===== src/rtl/wb_port_arbiter_pkg.sv =====
// Shared types and constants for the register-file write-port arbiter.
//   word_t   : common datapath word
//   wb_req_t : one queued MDU result (destination register + data)
//   wb_src_t : which requester owns the write port in a given cycle
package wb_port_arbiter_pkg;

  localparam int WB_WORD_W       = 64;
  localparam int WB_FIFO_DEPTH   = 2;
  localparam int WB_STARVE_LIMIT = 4;

  typedef logic [WB_WORD_W-1:0] word_t;

  typedef struct packed {
    logic [4:0] dst;
    word_t      data;
  } wb_req_t;

  typedef enum logic {
    WB_SRC_PIPE = 1'b0,
    WB_SRC_MDU  = 1'b1
  } wb_src_t;

endpackage


===== src/rtl/wb_result_fifo.sv =====
// In-order FIFO of MDU results waiting for a free register-file write slot.
// Ports:
//   clk, reset   : clock, synchronous active-high reset (empties the FIFO)
//   push         : write push_data at the tail (ignored while full)
//   push_data    : result to enqueue
//   pop          : remove the head entry (ignored while empty)
//   head         : current head entry (meaningful only when count != 0)
//   count        : number of occupied entries
//   entry_valid  : per-slot occupancy, indexed by physical slot
//   entry_dst    : per-slot destination register, indexed by physical slot
module wb_result_fifo
  import wb_port_arbiter_pkg::*;
#(
  parameter int DEPTH = WB_FIFO_DEPTH
) (
  input  logic                       clk,
  input  logic                       reset,
  input  logic                       push,
  input  wb_req_t                    push_data,
  input  logic                       pop,
  output wb_req_t                    head,
  output logic [$clog2(DEPTH):0]     count,
  output logic [DEPTH-1:0]           entry_valid,
  output logic [DEPTH-1:0][4:0]      entry_dst
);

  localparam int PTR_W = $clog2(DEPTH);
  localparam int CNT_W = PTR_W + 1;

  wb_req_t          mem [DEPTH];
  logic [PTR_W-1:0] rd_ptr;
  logic [PTR_W-1:0] wr_ptr;
  logic             do_push;
  logic             do_pop;

  assign do_push = push & (count != CNT_W'(DEPTH));
  assign do_pop  = pop  & (count != '0);

  // DEPTH is a power of two, so the pointers wrap naturally.
  always_ff @(posedge clk) begin
    if (reset) begin
      rd_ptr      <= '0;
      wr_ptr      <= '0;
      count       <= '0;
      entry_valid <= '0;
    end else begin
      if (do_push) begin
        wr_ptr              <= wr_ptr + 1'b1;
        entry_valid[wr_ptr] <= 1'b1;
      end
      // A simultaneous push can never hit the head slot: pushing requires
      // a non-full FIFO and popping a non-empty one, so the pointers differ.
      if (do_pop) begin
        rd_ptr              <= rd_ptr + 1'b1;
        entry_valid[rd_ptr] <= 1'b0;
      end
      if (do_push && !do_pop) begin
        count <= count + 1'b1;
      end else if (do_pop && !do_push) begin
        count <= count - 1'b1;
      end
    end
  end

  // Storage needs no reset; occupancy is tracked by entry_valid/count.
  always_ff @(posedge clk) begin
    if (do_push) begin
      mem[wr_ptr] <= push_data;
    end
  end

  assign head = mem[rd_ptr];

  always_comb begin
    for (int i = 0; i < DEPTH; i++) begin
      entry_dst[i] = mem[i].dst;
    end
  end

endmodule


===== src/rtl/wb_port_arbiter.sv =====
// Shares the single register-file write port between the in-order writeback
// stage and the MDU result FIFO. The pipeline has priority; an age counter
// forces an MDU drain (stalling the pipeline for one cycle) once the FIFO
// head has been passed over STARVE_LIMIT times.
//
// Handshakes: an MDU result transfers when mdu_valid & mdu_ready are both
// high at a clock edge; the MDU holds mdu_* stable while mdu_ready is low.
// The writeback stage holds its inputs while stall_pipe is high.
//
// Ports:
//   clk, reset                         : clock, synchronous active-high reset
//   wb_valid/wb_regwrite/wb_dst/wb_data: writeback-stage write request
//   mdu_valid/mdu_ready/mdu_dst/mdu_data: MDU result handshake
//   rf_wen/rf_waddr/rf_wdata/rf_src    : register-file write port
//   stall_pipe                         : pipeline write denied this cycle
//   pending_mask                       : registers targeted by queued results
//   fifo_count                         : queued result count
module wb_port_arbiter
  import wb_port_arbiter_pkg::*;
#(
  parameter int DEPTH        = WB_FIFO_DEPTH,
  parameter int STARVE_LIMIT = WB_STARVE_LIMIT,
  // Must match the package word width; results travel as word_t.
  parameter int WORD_W       = WB_WORD_W
) (
  input  logic                     clk,
  input  logic                     reset,
  input  logic                     wb_valid,
  input  logic                     wb_regwrite,
  input  logic [4:0]               wb_dst,
  input  logic [WORD_W-1:0]        wb_data,
  input  logic                     mdu_valid,
  output logic                     mdu_ready,
  input  logic [4:0]               mdu_dst,
  input  logic [WORD_W-1:0]        mdu_data,
  output logic                     rf_wen,
  output logic [4:0]               rf_waddr,
  output logic [WORD_W-1:0]        rf_wdata,
  output logic                     rf_src,
  output logic                     stall_pipe,
  output logic [31:0]              pending_mask,
  output logic [$clog2(DEPTH):0]   fifo_count
);

  localparam int CNT_W = $clog2(DEPTH) + 1;
  localparam int AGE_W = $clog2(STARVE_LIMIT + 1);

  wb_req_t              head;
  logic [CNT_W-1:0]     count;
  logic [DEPTH-1:0]     entry_valid;
  logic [DEPTH-1:0][4:0] entry_dst;
  logic [AGE_W-1:0]     age;

  logic    pipe_req;
  logic    mdu_req;
  logic    force_mdu;
  logic    grant_mdu;
  logic    grant_pipe;
  logic    do_push;
  wb_src_t src;

  // Requests are masked during reset so nothing is written or popped in the
  // reset cycle, even though the FIFO registers still hold old contents.
  assign pipe_req   = wb_valid & wb_regwrite & (wb_dst != 5'd0) & ~reset;
  assign mdu_req    = (count != '0) & ~reset;
  assign force_mdu  = pipe_req & mdu_req & (age == AGE_W'(STARVE_LIMIT));
  assign grant_mdu  = force_mdu | (~pipe_req & mdu_req);
  assign grant_pipe = pipe_req & ~force_mdu;
  assign stall_pipe = force_mdu;

  // Ready depends only on registered occupancy: a pop while full does not
  // open a slot until the next cycle.
  assign mdu_ready  = (count != CNT_W'(DEPTH)) & ~reset;
  // x0 results complete the handshake but are dropped.
  assign do_push    = mdu_valid & mdu_ready & (mdu_dst != 5'd0);

  wb_result_fifo #(
    .DEPTH (DEPTH)
  ) u_fifo (
    .clk         (clk),
    .reset       (reset),
    .push        (do_push),
    .push_data   ('{dst: mdu_dst, data: mdu_data}),
    .pop         (grant_mdu),
    .head        (head),
    .count       (count),
    .entry_valid (entry_valid),
    .entry_dst   (entry_dst)
  );

  always_comb begin
    rf_wen   = 1'b0;
    rf_waddr = 5'd0;
    rf_wdata = '0;
    src      = WB_SRC_PIPE;
    if (grant_mdu) begin
      rf_wen   = 1'b1;
      rf_waddr = head.dst;
      rf_wdata = head.data;
      src      = WB_SRC_MDU;
    end else if (grant_pipe) begin
      rf_wen   = 1'b1;
      rf_waddr = wb_dst;
      rf_wdata = wb_data;
    end
  end

  assign rf_src = src;

  // Counts how many times the current head has been passed over. Any pop
  // (forced or idle) restarts it so the next head begins from zero.
  always_ff @(posedge clk) begin
    if (reset) begin
      age <= '0;
    end else if (grant_mdu || count == '0) begin
      age <= '0;
    end else if (grant_pipe && age != AGE_W'(STARVE_LIMIT)) begin
      age <= age + 1'b1;
    end
  end

  always_comb begin
    pending_mask = '0;
    for (int i = 0; i < DEPTH; i++) begin
      if (entry_valid[i]) begin
        pending_mask[entry_dst[i]] = 1'b1;
      end
    end
    if (reset) begin
      pending_mask = '0;
    end
  end

  assign fifo_count = reset ? '0 : count;

endmodule


===== config.mk =====
export PLATFORM = sky130hd
export DESIGN_NAME = wb_port_arbiter
export DESIGN_NICKNAME = d
export VERILOG_FILES = /design/src/rtl/wb_port_arbiter_pkg.sv /design/src/rtl/wb_result_fifo.sv /design/src/rtl/wb_port_arbiter.sv
export SDC_FILE = /design/constraint.sdc
export NUM_CORES = 1
export LEC_CHECK = 0
export BUFFER_PORTS_ARGS = -buffer_cell sky130_fd_sc_hd__buf_2
export CAP_MARGIN = 30
export CORE_MARGIN = 2
export CORE_UTILIZATION = 46
export CTS_BUF_LIST = sky130_fd_sc_hd__clkbuf_2 sky130_fd_sc_hd__clkbuf_4 sky130_fd_sc_hd__clkbuf_8
export DETAILED_ROUTE_END_ITERATION = 6
export PLACE_DENSITY = 0.78
export SLEW_MARGIN = 40
export SYNTH_ARGS = -nofsm -noshare
export SYNTH_HDL_FRONTEND = slang
export SYNTH_SLANG_ARGS = --single-unit

===== constraint.sdc =====
create_clock -name clk -period 3.3 [get_ports clk]
set_input_delay 0.99 -clock clk [delete_from_list [all_inputs] [get_ports clk]]
set_output_delay 0.99 -clock clk [all_outputs]
set_load 0.005 [all_outputs]

# Yosys cells after proc, flatten, opt, wreduce, memory -nomap -nowiden
# Memory sizes are Yosys's and may differ from the RTL's. A register that Yosys moved wholly into a read port is not among the register bits.
# Index checks and enable logic that the tools add are counted.
dict set report op_classes {
  add_sub_neg 5
  n_lt_le_gt_ge 8
  n_eq_ne 3
  muxes 28
  n_bitwise 21
  n_reduce_logical 16
}
# operator count
set op_table {}
lappend op_table {{64-bit two-way mux} 2}
lappend op_table {{32-bit two-way mux} 3}
lappend op_table {{32-bit bitwise OR} 1}
lappend op_table {{1-bit bitwise AND} 13}
lappend op_table {{5-bit by 6-bit < comparator with 1-bit output (second input constant)} 2}
lappend op_table {{2-bit two-way mux} 6}
lappend op_table {{1-bit two-way mux} 11}
lappend op_table {{1-bit demux with 5-bit select} 2}
lappend op_table {{5-bit by 1-bit >= comparator with 1-bit output (second input constant)} 2}
lappend op_table {{5-bit two-way mux} 2}
lappend op_table {{5-bit nonzero test} 2}
lappend op_table {{1-bit logical AND} 7}
lappend op_table {{1-bit by 2-bit < comparator with 1-bit output (second input constant)} 2}
lappend op_table {{2-bit nonzero test} 2}
lappend op_table {{3-bit by 1-bit adder with 3-bit output (second input constant)} 1}
lappend op_table {{3-bit equality test (second input constant)} 1}
lappend op_table {{3-bit != test (second input constant)} 1}
lappend op_table {{1-bit NOT} 3}
lappend op_table {{1-bit adder (second input constant)} 2}
lappend op_table {{2-bit by 1-bit adder with 2-bit output (second input constant)} 1}
lappend op_table {{2-bit bitwise AND} 1}
lappend op_table {{1-bit demux with 1-bit select} 2}
lappend op_table {{1-bit >= comparator (second input constant)} 2}
lappend op_table {{1-bit logical NOT} 2}
lappend op_table {{other kinds (8)} 8}
dict set report word_totals {
  reg_bits 9
  mem_bits_rw 138
  input_bits 143
  output_inout_bits 107
  elab_cells 87
  memories 1
}
# name depth word_bits read_ports rd_ports_with_merged_regs wr line
set mem_list {}
lappend mem_list {u_fifo.mem 2 69 3 1 1 wb_result_fifo.sv:30} ;# wb_req_t mem [DEPTH];

# Longest topological paths before layout
# Gate-level depths: netlist of run 1.
dict set report logic_depth {
  ltp_word 10
  depth_mapped 10
  mapped_depth_nobuf 9
}

# By module
# From an unflattened synthesis of run 1, not the netlist that was laid out.
dict set report unflattened {
  hier_cells 477
  hier_area_um2 6998.0
}
# module n_inst cells_per_inst area_per_inst_um2 seq_area_each_um2
set modules_own_cells {}
lappend modules_own_cells {wb_result_fifo 1 256 5350.1 4284.1}
lappend modules_own_cells {wb_port_arbiter 1 221 1647.8 60.1}

# Worst setup path before layout of run 1
# OpenSTA, ideal clock, no wires.
dict set report synth_path {
  kind {input -> register}
  start {in reset}
  end {mem u_fifo.mem[1][0] (netlist bit), enable pin}
  arrival_time_ns 3.230
  required_ns 2.866
  path_slack_ns -0.364
  stages 4
  n_path_buf 1
  path_cell_list {buf_2 -> a21oi_1 -> and3_1 -> and2_1}
}
dict set report synth_via {
  elab_chain_cells 7
}
# element line
set synth_lines {}
lappend synth_lines {{from (decl)} wb_port_arbiter.sv:27} ;# input logic reset,
lappend synth_lines {{1-bit NOT} wb_port_arbiter.sv:73} ;# assign mdu_ready = (count != CNT_W'(DEPTH)) & ~reset;
lappend synth_lines {{1-bit bitwise AND} wb_port_arbiter.sv:73}
lappend synth_lines {{named net mdu_ready} wb_port_arbiter.sv:33} ;# output logic mdu_ready,
lappend synth_lines {{1-bit bitwise AND (2 in a row)} wb_port_arbiter.sv:75} ;# assign do_push = mdu_valid & mdu_ready & (mdu_dst != 5'd0);
lappend synth_lines {{1-bit bitwise AND} wb_result_fifo.sv:36} ;# assign do_push = push & (count != CNT_W'(DEPTH));
lappend synth_lines {{1-bit two-way mux} wb_result_fifo.sv:67} ;# if (do_push) begin
lappend synth_lines {{1-bit two-way mux (implied by the code)} wb_result_fifo.sv:68} ;# mem[wr_ptr] <= push_data;
lappend synth_lines {{to (decl)} wb_result_fifo.sv:30}
# The timed path passes the listed nets, and every way through them passes these cells.

# Final worst setup path of run 1
dict set report layout_path {
  start {in wb_dst[3]}
  end {out rf_wdata[13]}
}
dict set report layout_via {
  elab_chain_cells 9
  elab_cells_between_ends 12
  cone_classes {mux (2); bitwise (9); reduce/logical (1)}
}
# element line
set layout_lines {}
lappend layout_lines {{from (decl)} wb_port_arbiter.sv:30} ;# input logic [4:0] wb_dst,
lappend layout_lines {{5-bit nonzero test (*)} wb_port_arbiter.sv:64} ;# assign pipe_req = wb_valid & wb_regwrite & (wb_dst != 5'd0) & ~reset;
lappend layout_lines {{1-bit bitwise AND (*) (2 in a row)} wb_port_arbiter.sv:64}
lappend layout_lines {{1-bit bitwise AND (2 in a row)} wb_port_arbiter.sv:66} ;# assign force_mdu = pipe_req & mdu_req & (age == AGE_W'(STARVE_LIMIT));
lappend layout_lines {{1-bit NOT} wb_port_arbiter.sv:68} ;# assign grant_pipe = pipe_req & ~force_mdu;
lappend layout_lines {{1-bit bitwise AND} wb_port_arbiter.sv:68}
lappend layout_lines {{64-bit two-way mux} wb_port_arbiter.sv:101} ;# end else if (grant_pipe) begin
lappend layout_lines {{64-bit two-way mux (*)} wb_port_arbiter.sv:96} ;# if (grant_mdu) begin
lappend layout_lines {{to (decl)} wb_port_arbiter.sv:38} ;# output logic [WORD_W-1:0] rf_wdata,
# Mark *: on every way between the ends. The rest lies on a longest branch, timed or not.

==> results of run 1 <==
-- flip-flops by register name, summed over array words and instances (netlist names), named ones only --
signal	flops
u_fifo.wr_ptr	1
age	3
u_fifo.count	2
u_fifo.entry_valid	2
u_fifo.rd_ptr	1
u_fifo.mem	138
-- synthesized netlist by cell type (2+ instances only) --
cell       instances  area share (%)
and3_1             5            0.47
o21ai_0            3            0.23
nor3b_1            8            0.90
clkbuf_1          25             1.4
nor2_1            45             2.5
a21oi_1            4            0.30
xor2_1             2            0.26
nand2_1           10            0.56
inv_1              5            0.28
nand2b_1           2            0.19
mux2i_1           69              10
ha_1               3            0.56
and3b_1            5            0.66
dfxtp_1           10             3.0
nor3_1             6            0.45
o2bb2ai_1         69             9.1
buf_2             11            0.83
a22oi_1           32             3.6
edfxtp_1         138              62
-- worst register-to-register path: stages (launching register included) --
cell and delay (ns):
dfxtp_1 0.37, inv_1 0.06, ha_1 0.19, nand2_1 0.18
o211ai_4 0.12, nand2_4 0.16, buf_6 0.20, ha_1 0.28
or3_1 0.35, a21oi_1 0.14
-- layer usage --
layer  global-route usage, %  vias up  share of wire (%)
met2                    35.2      264                 51
met4                    7.47        0                1.5
li1                        -     2374                  -
met1                    23.2     2365                 40
met5                       0        -                  0
met3                    5.54       25                7.6
-- layout make-up --
class / instances / area, µm²
Clock inverter: 15 / 186
Clock buffer: 17 / 234
Sequential cell: 148 / 4350
Multi-Input combinational cell: 278 / 2290
Fill cell: 1078 / 5120
Inverter: 5 / 22.5
Tap cell: 180 / 225
Timing Repair Buffer: 274 / 1610
-- worst max-delay path by stage --
stage          cells past startpoint           end  slack, ns      start
2_1_floorplan                      6   rf_wdata[0]       0.09  wb_dst[3]
3_5_place_dp                       7  rf_wdata[12]      -0.27  wb_dst[3]
5_1_grt                            7  rf_wdata[13]      -0.28  wb_dst[3]
4_1_cts                            7  rf_wdata[12]      -0.20  wb_dst[3]
6_report                           8  rf_wdata[13]      -0.22  wb_dst[3]
3_3_place_gp                       7  rf_wdata[61]      -0.20  wb_dst[3]
-- kinds of logic after synthesis --
family,after synthesis
DFF,148
and+or+nand+nor,89
muxes,69
xor gates and xnor gates,3
adders and majority gates,3
buffers and inverters,43
AOI/OAI and AO/OA,114
-- power by group through the flow --
stage	Clock [W]	Sequential [W]	Combinational, W
after global placement	0	0.00235	0.00116
after detailed placement	0	0.00237	0.00119
after global routing	0.00157	0.00234	0.00141
after CTS	0.00150	0.00232	0.00121
final	0.00146	0.00232	0.00130
after floorplan	0	0.00234	0.000714
-- per-stage QoR --
stage                     std cells  utilization, %  worst slack (ns)
after floorplan                 469               -            0.0896
after global placement          877            58.4            -0.200
after detailed placement        877            58.4            -0.270
after CTS                       910            61.7            -0.200
after global routing            917            63.5            -0.281
final                           917            63.5            -0.223
-- what timing repair did --
item / CTS / global route
buffers inserted: 1 / 2
cloned: 0 / 5
hold buffers: 0 / 0
endpoints found under the setup margin: 70 / 70
pin swaps: 1 / 3
resized for setup: 5 / 27
==> results.tsv, run 1 <==
stage	metric	value	unit
run_status	status	finished with violations	
run_status	violated checks	setup timing	
sta	Final Cycle Share	107	%
placement	Buffers on Ports	249	
detailed_routing	DR pass1 iterations	5	
worst_setup_path	Worst Path Required	2.31	ns
pwr	VDD IR-drop max	0.387	mV
yosys	Synth Area in Simple Gates	6.72	%
floorplan	die height	124	µm
yosys	post-synthesis mux area share	10.4	%
floorplan	# rows	43	
worst_setup_path	CP Max Fanout	34	
clock_tree	clk root buf	clkbuf_8	
placement	GPL Wtd Cong	0.815	
floorplan	starting density of the core	47.5	%
clock_tree	H-tree depth	4	
final_layout	area grow syn2layout	33.8	%
yosys	Synth Area in Compound Gates	14.0	%
sta	Worst-Margin Slew	0.557	ns
detailed_routing	drt wl/cell	17.9	µm
yosys	Synth Warn #	0	
worst_setup_path	crit path DAT	2.53	ns
detailed_routing	post-route ant nets	0	
worst_setup_path	Setup Crit Path Kind	in2out	
global_route	largest net degree at the start of global routing	70	
worst_setup_path	FF-to-FF setup slack	1.18	ns
clock_tree	clock tree buffer depth	2	
worst_setup_path	Reg2Reg Launch Point	age[0]	
final_layout	final instance area	8920	µm²
yosys	Mapped Area	6660	µm²
yosys	Synth Area in Adders	0.563	%
pwr	Internal Dissipation	0.00354	W
yosys	Main synth FF type	edfxtp_1	
final_layout	most frequent cells in the layout	247 x buf_2, 138 x edfxtp_1, 69 x mux2i_1, 50 x o2bb2ai_1, 44 x nor2_1	
sta	final hold slack	0.481	ns
worst_setup_path	Most common cell on crit path	buf_6	
pwr	Sw Ratio	30.3	%
pwr	LEAKAGE	3.49	nW
yosys	Syn Area/Cell	14.2	µm²
sta	RSZ-0062 raised after global routing	yes	
placement	Detailed Place HPWL	11000	µm
yosys	register bit total from synthesis	148	
placement	Placed Instance Area	8210	µm²
sta	slew margin rel.	62.8	%
floorplan	io pins	250	
pwr	Pwr Density	570	nW/µm²
detailed_routing	vias per inst	5.48	
pwr	sequential power share	45.7	%
detailed_routing	DRC violation count after routing	0	
floorplan	DIE WIDTH	124	µm
yosys	cell count after synthesis	469	
yosys	main combinational cell family by area after synthesis	compound AO/OA/AOI/OAI gates	
clock_tree	clock-pin slew on the worst setup and hold paths	0.09	ns
clock_tree	Num CTS Buffers	17	
min_path	Min-Delay Endpoint	age[0]	
floorplan	overall die area	15500	µm²
final_layout	most common cell after layout, fill and taps aside	buf_2	
floorplan	core area	14000	µm²
min_path	worst hold start	age[0]	
pwr	Clk pwr share	28.8	%
min_path	worst hold stages	1	
sta	TNS Setup	-12.74	ns
clock_tree	worst-skew pair later-pin latency	0.44	ns
worst_setup_path	element type at the critical path end	output pin	
global_route	first-pass GRT wire length	24600	µm
sta	pins over their slew limit	0	
worst_setup_path	Max stage delay on crit path	0.57	ns
sta	Worst Setup Slack, final	-0.223	ns
global_route	vias in the first global route	4995	
job	max-cap violations	0	
worst_setup_path	Crit-path slowest cell	or4_4	
worst_setup_path	R2R cell count	9	
clock_tree	CTS tree	built	
worst_setup_path	Setup crit start kind	input port	
sta	Fin. Hold Viols	0	
final_layout	share of post-route cells with drive strength above 1	45.6	%
global_route	grt total ovfl	0	
yosys	sequential fraction of the synthesis area	65.2	%
sta	Final Critical Period	3.52	ns
pwr	combinational power share	25.5	%
worst_setup_path	Largest delay share family, worst path	simple AND/OR/NAND/NOR gates	
yosys	EDFF count, synth	138	
worst_setup_path	CP cell instances	buf_6 -> or4_4 -> buf_6 -> o21ai_4 -> nor2_4 -> buf_12 -> o2bb2ai_1 -> buf_2	
global_route	GRT Overall Usage	20.0	%
global_route	initial antenna violation count	0	
sta	Clock Skews	0.00907	ns
yosys	Cell variety after synth	36	
yosys	post-synthesis xor/xnor area fraction	0.394	%
worst_setup_path	RR Endpoint	u_fifo.count[1]	
sta	Final setup viols	70	
detailed_routing	initial DRC count	335	
final_layout	diode count	0	
yosys	syn nets	615	
final_layout	fin nets	870	
yosys	Post-synth ARST share	0	%
pwr	Final Power	0.00508	W
clock_tree	clk sinks	148	
detailed_routing	Via Count	5028	
pwr	P_sw	0.00154	W
min_path	Hold Crit Class	reg2reg	
sta	FMAX	284	MHz
detailed_routing	total routed wirelength	16400	µm
worst_setup_path	Buf/Inv on CP	4	
(Power assumes the default switching activity.)
==> run 2, diff against run 1 <==
--- a/config.mk
+++ b/config.mk
@@ -5,6 +5,7 @@
 export SDC_FILE = /design/constraint.sdc
 export NUM_CORES = 1
 export LEC_CHECK = 0
+export ABC_AREA = 1
 export BUFFER_PORTS_ARGS = -buffer_cell sky130_fd_sc_hd__buf_2
 export CAP_MARGIN = 30
 export CORE_MARGIN = 2
@@ -12,6 +13,7 @@
 export CTS_BUF_LIST = sky130_fd_sc_hd__clkbuf_2 sky130_fd_sc_hd__clkbuf_4 sky130_fd_sc_hd__clkbuf_8
 export DETAILED_ROUTE_END_ITERATION = 6
 export PLACE_DENSITY = 0.78
+export SKIP_LAST_GASP = 1
 export SLEW_MARGIN = 40
 export SYNTH_ARGS = -nofsm -noshare
 export SYNTH_HDL_FRONTEND = slang
==> run 2 against run 1 <==
Net effect: critical endpoint is now rf_wdata[0]; sequential cell count stayed put; highest routed layer is now met5; register-to-register slack improved by 0.05 ns; the flow now finishes without violations; setup slack gained 0.38 ns; global-route usage grew 0.48 points; critical path type unchanged; hold slack got worse by 0.029 ns; first-iteration DRC count rose by 7.8%; die area rose by 2.9%; sequential share of layout area grew 1.2 points.
==> results.tsv, run 2 <==
stage	metric	value	unit	change
min_path	worst hold stages	1		unchanged
clock_tree	CTS tree	built		unchanged
clock_tree	clk root buf	clkbuf_8		unchanged
worst_setup_path	RR Endpoint	u_fifo.count[1]		unchanged
global_route	most crowded layer after global routing	met2		unchanged
final_layout	area grow syn2layout	26.8	%	was 33.8%
yosys	EDFF count, synth	138		unchanged
worst_setup_path	crit path DAT	2.15	ns	was 2.53 ns
sta	Final Critical Period	3.14	ns	was 3.52 ns
global_route	met2 Track Usage GR	35.5	%	was 35.2%
yosys	Synth top area share	60.4	%	was 62.2%
yosys	Mapped Area	6860	µm²	was 6660 µm²
clock_tree	post-CTS resize count	0		was 5
sta	slew margin rel.	61.1	%	was 62.8%
placement	Placed Instance Area	8320	µm²	was 8210 µm²
placement	Detailed Place HPWL	12100	µm	was 11000 µm
final_layout	number of flip-flops in the largest register	138		unchanged
yosys	Syn Area/Cell	11.7	µm²	was 14.2 µm²
yosys	post-synth top area cell	edfxtp_1		unchanged
floorplan	core area	14500	µm²	was 14000 µm²
run_status	status	completed		was finished with violations
clock_tree	clk sinks	148		unchanged
yosys	Post-synth top cells	138 x edfxtp_1, 85 x nand3_1, 69 x o21ai_1, 64 x mux2i_1, 52 x nor2_1		was 138 x edfxtp_1, 69 x mux2i_1, 69 x o2bb2ai_1, 45 x nor2_1, 32 x a22oi_1
clock_tree	worst-skew pair later-pin latency	0.42	ns	was 0.44 ns
worst_setup_path	CP Max Fanout	23		was 34
final_layout	Filler Cell Count	1225		was 1078
sta	Final Cycle Share	95.3	%	was 107%
clock_tree	clock-pin slew on the worst setup and hold paths	0.07	ns	was 0.09 ns
global_route	initial antenna violation count	2		was 0
detailed_routing	initial DRC count	361		was 335
final_layout	final instance area	8700	µm²	was 8920 µm²
detailed_routing	vias per inst	5.32		was 5.48
global_route	met3 Use GR	5.95	%	was 5.54%
worst_setup_path	Reg2Reg Launch Point	age[0]		unchanged
worst_setup_path	FF-to-FF setup slack	1.23	ns	was 1.18 ns
detailed_routing	drt wl/cell	16.2	µm	was 17.9 µm
clock_tree	H-tree depth	4		unchanged
global_route	M1 GR Usage	23.9	%	was 23.2%
yosys	count leader, synth	edfxtp_1		unchanged
clock_tree	cts hold-fix bufs	0		unchanged
clock_tree	clock tree buffer depth	2		unchanged
floorplan	die height	126	µm	was 124 µm
global_route	grt total ovfl	0		unchanged
global_route	GRT Overall Usage	20.4	%	was 20.0%
sta	Worst-Margin Slew	0.580	ns	was 0.557 ns
pwr	LEAKAGE	3.52	nW	was 3.49 nW
placement	Buffers on Ports	249		unchanged
job	max-cap violations	0		unchanged
yosys	syn nets	731		was 615
detailed_routing	DRC violation count after routing	0		unchanged
floorplan	starting density of the core	47.2	%	was 47.5%
sta	RSZ-0062 raised after global routing	no		was yes
min_path	worst hold start	age[0]		unchanged
worst_setup_path	Worst Path Required	2.31	ns	about the same
pwr	Pwr Density	521	nW/µm²	was 570 nW/µm²
final_layout	Finished Layout Cells	1034		was 917
detailed_routing	Via Count	5501		was 5028
clock_tree	Num CTS Buffers	17		unchanged
sta	Clock Skews	0.0140	ns	was 0.00907 ns
global_route	vias in the first global route	5289		was 4995
floorplan	# rows	44		was 43
final_layout	largest register by flop count	u_fifo.mem		unchanged
global_route	first-pass GRT wire length	25600	µm	was 24600 µm
floorplan	io pins	250		unchanged
worst_setup_path	R2R cell count	11		was 9
detailed_routing	DR pass1 iterations	5		unchanged
final_layout	share of post-route cells with drive strength above 1	36.4	%	was 45.6%
pwr	VDD IR-drop max	0.300	mV	was 0.387 mV
floorplan	overall die area	15900	µm²	was 15500 µm²
yosys	register bit total from synthesis	148		unchanged
yosys	top post-synthesis cells by area	edfxtp_1 60%, mux2i_1 9.3%, nand3_1 6.2%, o21ai_1 5.0%, dfxtp_1 2.9%		was edfxtp_1 62%, mux2i_1 10%, o2bb2ai_1 9.1%, a22oi_1 3.6%, dfxtp_1 3.0%
worst_setup_path	element type at the critical path end	output pin		unchanged
final_layout	biggest regs	u_fifo.mem: 138 flops, age: 3 flops		unchanged
yosys	Synth Warn #	0		unchanged
final_layout	most common cell after layout, fill and taps aside	buf_2		unchanged
final_layout	fin nets	982		was 870
worst_setup_path	Setup crit start kind	input port		unchanged
sta	Final setup viols	0		was 70
global_route	largest net degree at the start of global routing	52		was 70
yosys	Main synth FF type	edfxtp_1		unchanged
detailed_routing	post-route ant nets	0		unchanged
yosys	Post-synth ARST share	0	%	unchanged
sta	pins over their slew limit	0		unchanged
yosys	Cell variety after synth	25		was 36
placement	Inst Count DP	1000		was 877
placement	GPL Wtd Cong	0.894		was 0.815
sta	TNS Setup	0	ns	was -12.74 ns
final_layout	most frequent cells in the layout	249 x buf_2, 138 x edfxtp_1, 85 x nand3_1, 69 x o21ai_1, 64 x mux2i_1		was 247 x buf_2, 138 x edfxtp_1, 69 x mux2i_1, 50 x o2bb2ai_1, 44 x nor2_1
floorplan	DIE WIDTH	126	µm	was 124 µm
min_path	Min-Delay Endpoint	age[0]		unchanged
clock_tree	post-CTS setup buffer count	0		was 1
sta	FMAX	318	MHz	was 284 MHz
yosys	sequential fraction of the synthesis area	63.3	%	was 65.2%
min_path	Hold Crit Class	reg2reg		unchanged
yosys	cell count after synthesis	585		was 469
detailed_routing	total routed wirelength	16700	µm	was 16400 µm
worst_setup_path	Setup Crit Path Kind	in2out		unchanged
sta	Fin. Hold Viols	0		unchanged
-- run 2: cell count changes in the layout (fill, tap and decap cells not counted), sizes merged, moves of 7 or more --
cell,before,now
nor3b,8,0
a22oi,32,16
nor3,6,13
inv,14,39
nand2,10,34
o21ai,4,76
nor2,45,52
o2bb2ai,69,0
buf,272,264
a21oi,4,21
nand3,0,86
-- run 2: power by group --
part / internal (W) / total (W) / switching (W)
Combinational: 0.000460 / 0.00104 / 0.000584
Sequential: 0.00220 / 0.00228 / 0.0000760
Clock: 0.000532 / 0.00121 / 0.000679
-- run 2: how the worst max path moves through the flow --
stage,from,end,slack [ns],cells after the start
after floorplan,reset,u_fifo.mem[0][0],0.19,5
after global routing,reset,rf_wdata[6],0.002,9
after global placement,reset,rf_waddr[0],0.13,10
final,wb_dst[4],rf_wdata[0],0.16,8
after CTS,reset,rf_waddr[0],0.09,10
after detailed placement,reset,rf_waddr[0],0.1,10
-- run 2: area by class of cell --
class                           count  area [µm²]  share of cell area, %
Antenna cell                        1        2.50                 0.0288
Multi-Input combinational cell    368        2190                   25.1
Tap cell                          184         230                   2.65
Inverter                           36         135                   1.55
Clock buffer                       18         241                   2.78
Timing Repair Buffer              265        1450                   16.7
Sequential cell                   148        4350                   50.0
Clock inverter                     14         104                   1.19
-- run 2: metrics by stage --
| stage | setup slack [ns] | hold WS [ns] | util [%] | power, W |
|---|---|---|---|---|
| 2_1_floorplan | 0.187 | 0.417 | - | 0.00290 |
| 3_3_place_gp | 0.130 | 0.435 | 57.2 | 0.00332 |
| 3_5_place_dp | 0.0985 | 0.443 | 57.2 | 0.00334 |
| 4_1_cts | 0.0943 | 0.457 | 59.6 | 0.00454 |
| 5_1_grt | 0.00162 | 0.471 | 59.8 | 0.00476 |
| 6_report | 0.155 | 0.451 | 59.8 | 0.00453 |
-- run 2: worst max-delay path: stages --
cell	delay, ns
buf_2	0.10
nor2_1	0.14
nand3_1	0.13
nand3_1	0.19
nand2_4	0.11
clkbuf_16	0.21
o21ai_1	0.14
buf_2	0.13
-- run 2: cell families after synthesis --
family                     share of synthesized area [%]
AOI/OAI and AO/OA                                   8.99
xor gates and xnor gates                           0.255
adders and majority gates                          0.547
buffers and inverters                               5.00
DFF                                                 63.3
muxes                                               9.34
and+or+nand+nor                                     12.5
-- run 2: routing by layer --
layer	part of all wire (%)	vias up
li1	-	2659
met2	51	276
met4	2.0	2
met5	0.078	-
met3	8.8	30
met1	38	2534
==> run 3, diff against run 2 <==
==> constraint.sdc (replaced) <==
create_clock -name clk -period 3.3 [get_ports clk]
set_input_delay 0.33 -clock clk [delete_from_list [all_inputs] [get_ports clk]]
set_output_delay 0.33 -clock clk [all_outputs]
set_load 0.005 [all_outputs]
==> run 3 against run 2 <==
Net effect: clock skew barely moved; final cell count fell by 0.68%; hold slack got worse by 0.38 ns; sequential share of layout area rose by 0.62 points; non-clock buffer count fell by 7; critical endpoint is now rf_wdata[41]; fmax rose by 16%; power fell by 0.42%; count of clock-buffer cells in the layout fell by 1; register-to-register slack improved by 0.25 ns.
==> results.tsv, run 3 (same netlist as run 2, synthesis figures left out) <==
stage	metric	value	unit	change
worst_setup_path	element type at the critical path end	output pin		unchanged
final_layout	fin nets	975		was 982
clock_tree	post-CTS setup buffer count	0		unchanged
pwr	VDD IR-drop max	0.287	mV	was 0.300 mV
floorplan	io pins	250		unchanged
floorplan	# rows	44		unchanged
min_path	worst hold stages	1		unchanged
clock_tree	clock tree buffer depth	2		unchanged
final_layout	area grow syn2layout	25.2	%	was 26.8%
final_layout	most frequent cells in the layout	249 x buf_2, 138 x edfxtp_1, 85 x nand3_1, 69 x o21ai_1, 64 x mux2i_1		unchanged
floorplan	DIE WIDTH	126	µm	unchanged
worst_setup_path	Setup crit start kind	register		was input port
global_route	largest net degree at the start of global routing	71		was 52
sta	Fin. Hold Viols	0		unchanged
final_layout	Multi-input gate area	2180	µm²	was 2190 µm²
floorplan	starting density of the core	47.2	%	unchanged
min_path	Hold Crit Class	in2reg		was reg2reg
final_layout	final core utilization	59.1	%	was 59.8%
clock_tree	clk sinks	148		unchanged
detailed_routing	routed wl met3	1250	µm	was 1470 µm
detailed_routing	initial DRC count	303		was 361
sta	FMAX	367	MHz	was 318 MHz
run_status	status	completed		unchanged
detailed_routing	vias per inst	5.26		was 5.32
detailed_routing	met1 wire length	6550	µm	was 6380 µm
clock_tree	clk root buf	clkbuf_8		unchanged
final_layout	FF+latch area	4350	µm²	unchanged
sta	RSZ-0062 raised after global routing	no		unchanged
detailed_routing	Via Count	5407		was 5501
placement	Buffers on Ports	249		unchanged
global_route	vias in the first global route	5294		was 5289
pwr	Final Power	0.00451	W	was 0.00453 W
global_route	grt total ovfl	0		unchanged
floorplan	overall die area	15900	µm²	unchanged
global_route	first-pass GRT wire length	25600	µm	about the same
clock_tree	clock-pin slew on the worst setup and hold paths	0.09	ns	was 0.07 ns
clock_tree	Num CTS Buffers	17		unchanged
sta	Worst Setup Slack, final	0.578	ns	was 0.155 ns
global_route	initial antenna violation count	3		was 2
worst_setup_path	crit path DAT	2.39	ns	was 2.15 ns
detailed_routing	drt wl/cell	16.1	µm	was 16.2 µm
sta	Worst-Margin Slew	0.787	ns	was 0.580 ns
clock_tree	worst-skew pair later-pin latency	0.44	ns	was 0.42 ns
final_layout	number of flip-flops in the largest register	138		unchanged
final_layout	biggest regs	u_fifo.mem: 138 flops, age: 3 flops		unchanged
worst_setup_path	Setup Crit Path Kind	reg2out		was in2out
detailed_routing	Highest Signal Layer	met5		unchanged
clock_tree	CTS tree	built		unchanged
detailed_routing	met2 routed WL	8450	µm	was 8530 µm
placement	dpl ws	0.737	ns	was 0.0985 ns
sta	slew margin rel.	47.5	%	was 61.1%
sta	Clock Skews	0.0143	ns	was 0.0140 ns
placement	Detailed Place HPWL	11900	µm	was 12100 µm
final_layout	largest register by flop count	u_fifo.mem		unchanged
sta	Final Cycle Share	82.5	%	was 95.3%
worst_setup_path	CP Max Fanout	70		was 23
pwr	Pwr Density	525	nW/µm²	was 521 nW/µm²
clock_tree	post-CTS resize count	0		unchanged
sta	TNS Setup	0	ns	unchanged
sta	pins over their slew limit	0		unchanged
final_layout	share of post-route cells with drive strength above 1	36.0	%	was 36.4%
worst_setup_path	R2R cell count	10		was 11
final_layout	most common cell after layout, fill and taps aside	buf_2		unchanged
job	max-cap violations	0		unchanged
clock_tree	cts hold-fix bufs	0		unchanged
detailed_routing	DR pass1 iterations	7		was 5
pwr	LEAKAGE	3.46	nW	was 3.52 nW
sta	Final setup viols	0		unchanged
final_layout	Filler Cell Count	1277		was 1225
worst_setup_path	Worst Path Required	2.97	ns	was 2.31 ns
clock_tree	H-tree depth	4		unchanged
placement	GPL Wtd Cong	0.952		was 0.894
detailed_routing	post-route ant nets	0		unchanged
floorplan	die height	126	µm	unchanged
sta	Final Critical Period	2.72	ns	was 3.14 ns
global_route	GRT Overall Usage	20.6	%	was 20.4%
floorplan	core area	14500	µm²	unchanged
detailed_routing	DRC violation count after routing	0		unchanged
detailed_routing	total routed wirelength	16500	µm	was 16700 µm
## run 3: per-stage QoR
stage / hold slack (ns) / cell area [µm²] / instances
final: 0.0730 / 8590 / 1027
after global routing: 0.0342 / 8590 / 1027
after CTS: 0.0376 / 8590 / 1026
after detailed placement: 0.438 / 8230 / 994
after global placement: 0.432 / 8230 / 994
after floorplan: 0.417 / 6860 / 585
## run 3: final cells by class
type,instances,area share (%)
flip-flops and latches,148,50.6
multi-input cells,368,25.4
repair buffers,258,15.6
clock buffers,17,2.72
well taps,184,2.68
inverters,36,1.57
clock inverters,15,1.41
diodes,1,0.0291
## run 3: worst paths after layout
path,end,startpoint,slack [ns]
setup / recovery,rf_wdata[41],u_fifo.count[1],0.58
hold / removal,u_fifo.mem[1][62],mdu_data[62],0.07
hold reg to reg,age[0],age[0],0.45
setup reg to reg,u_fifo.count[1],age[0],1.48
## run 3: where the power goes
group | internal, W | switching (W)
sequential | 0.00220 | 0.0000991
clock | 0.000537 | 0.000714
combinational | 0.000416 | 0.000545
## run 3: worst max-delay path, cell delays in order (launching register included)
cell and delay, ns:
dfxtp_1 0.39, inv_2 0.07, a21oi_4 0.22, nand3_4 0.63
nand3_1 0.36, o21ai_1 0.11, buf_2 0.15
## run 3: layer usage
layer / vias to the layer above / GRT usage [%]
met5: - / 0
met4: 2 / 6.85
met3: 21 / 6.33
met2: 219 / 36.5
met1: 2527 / 23.8
li1: 2638 / -
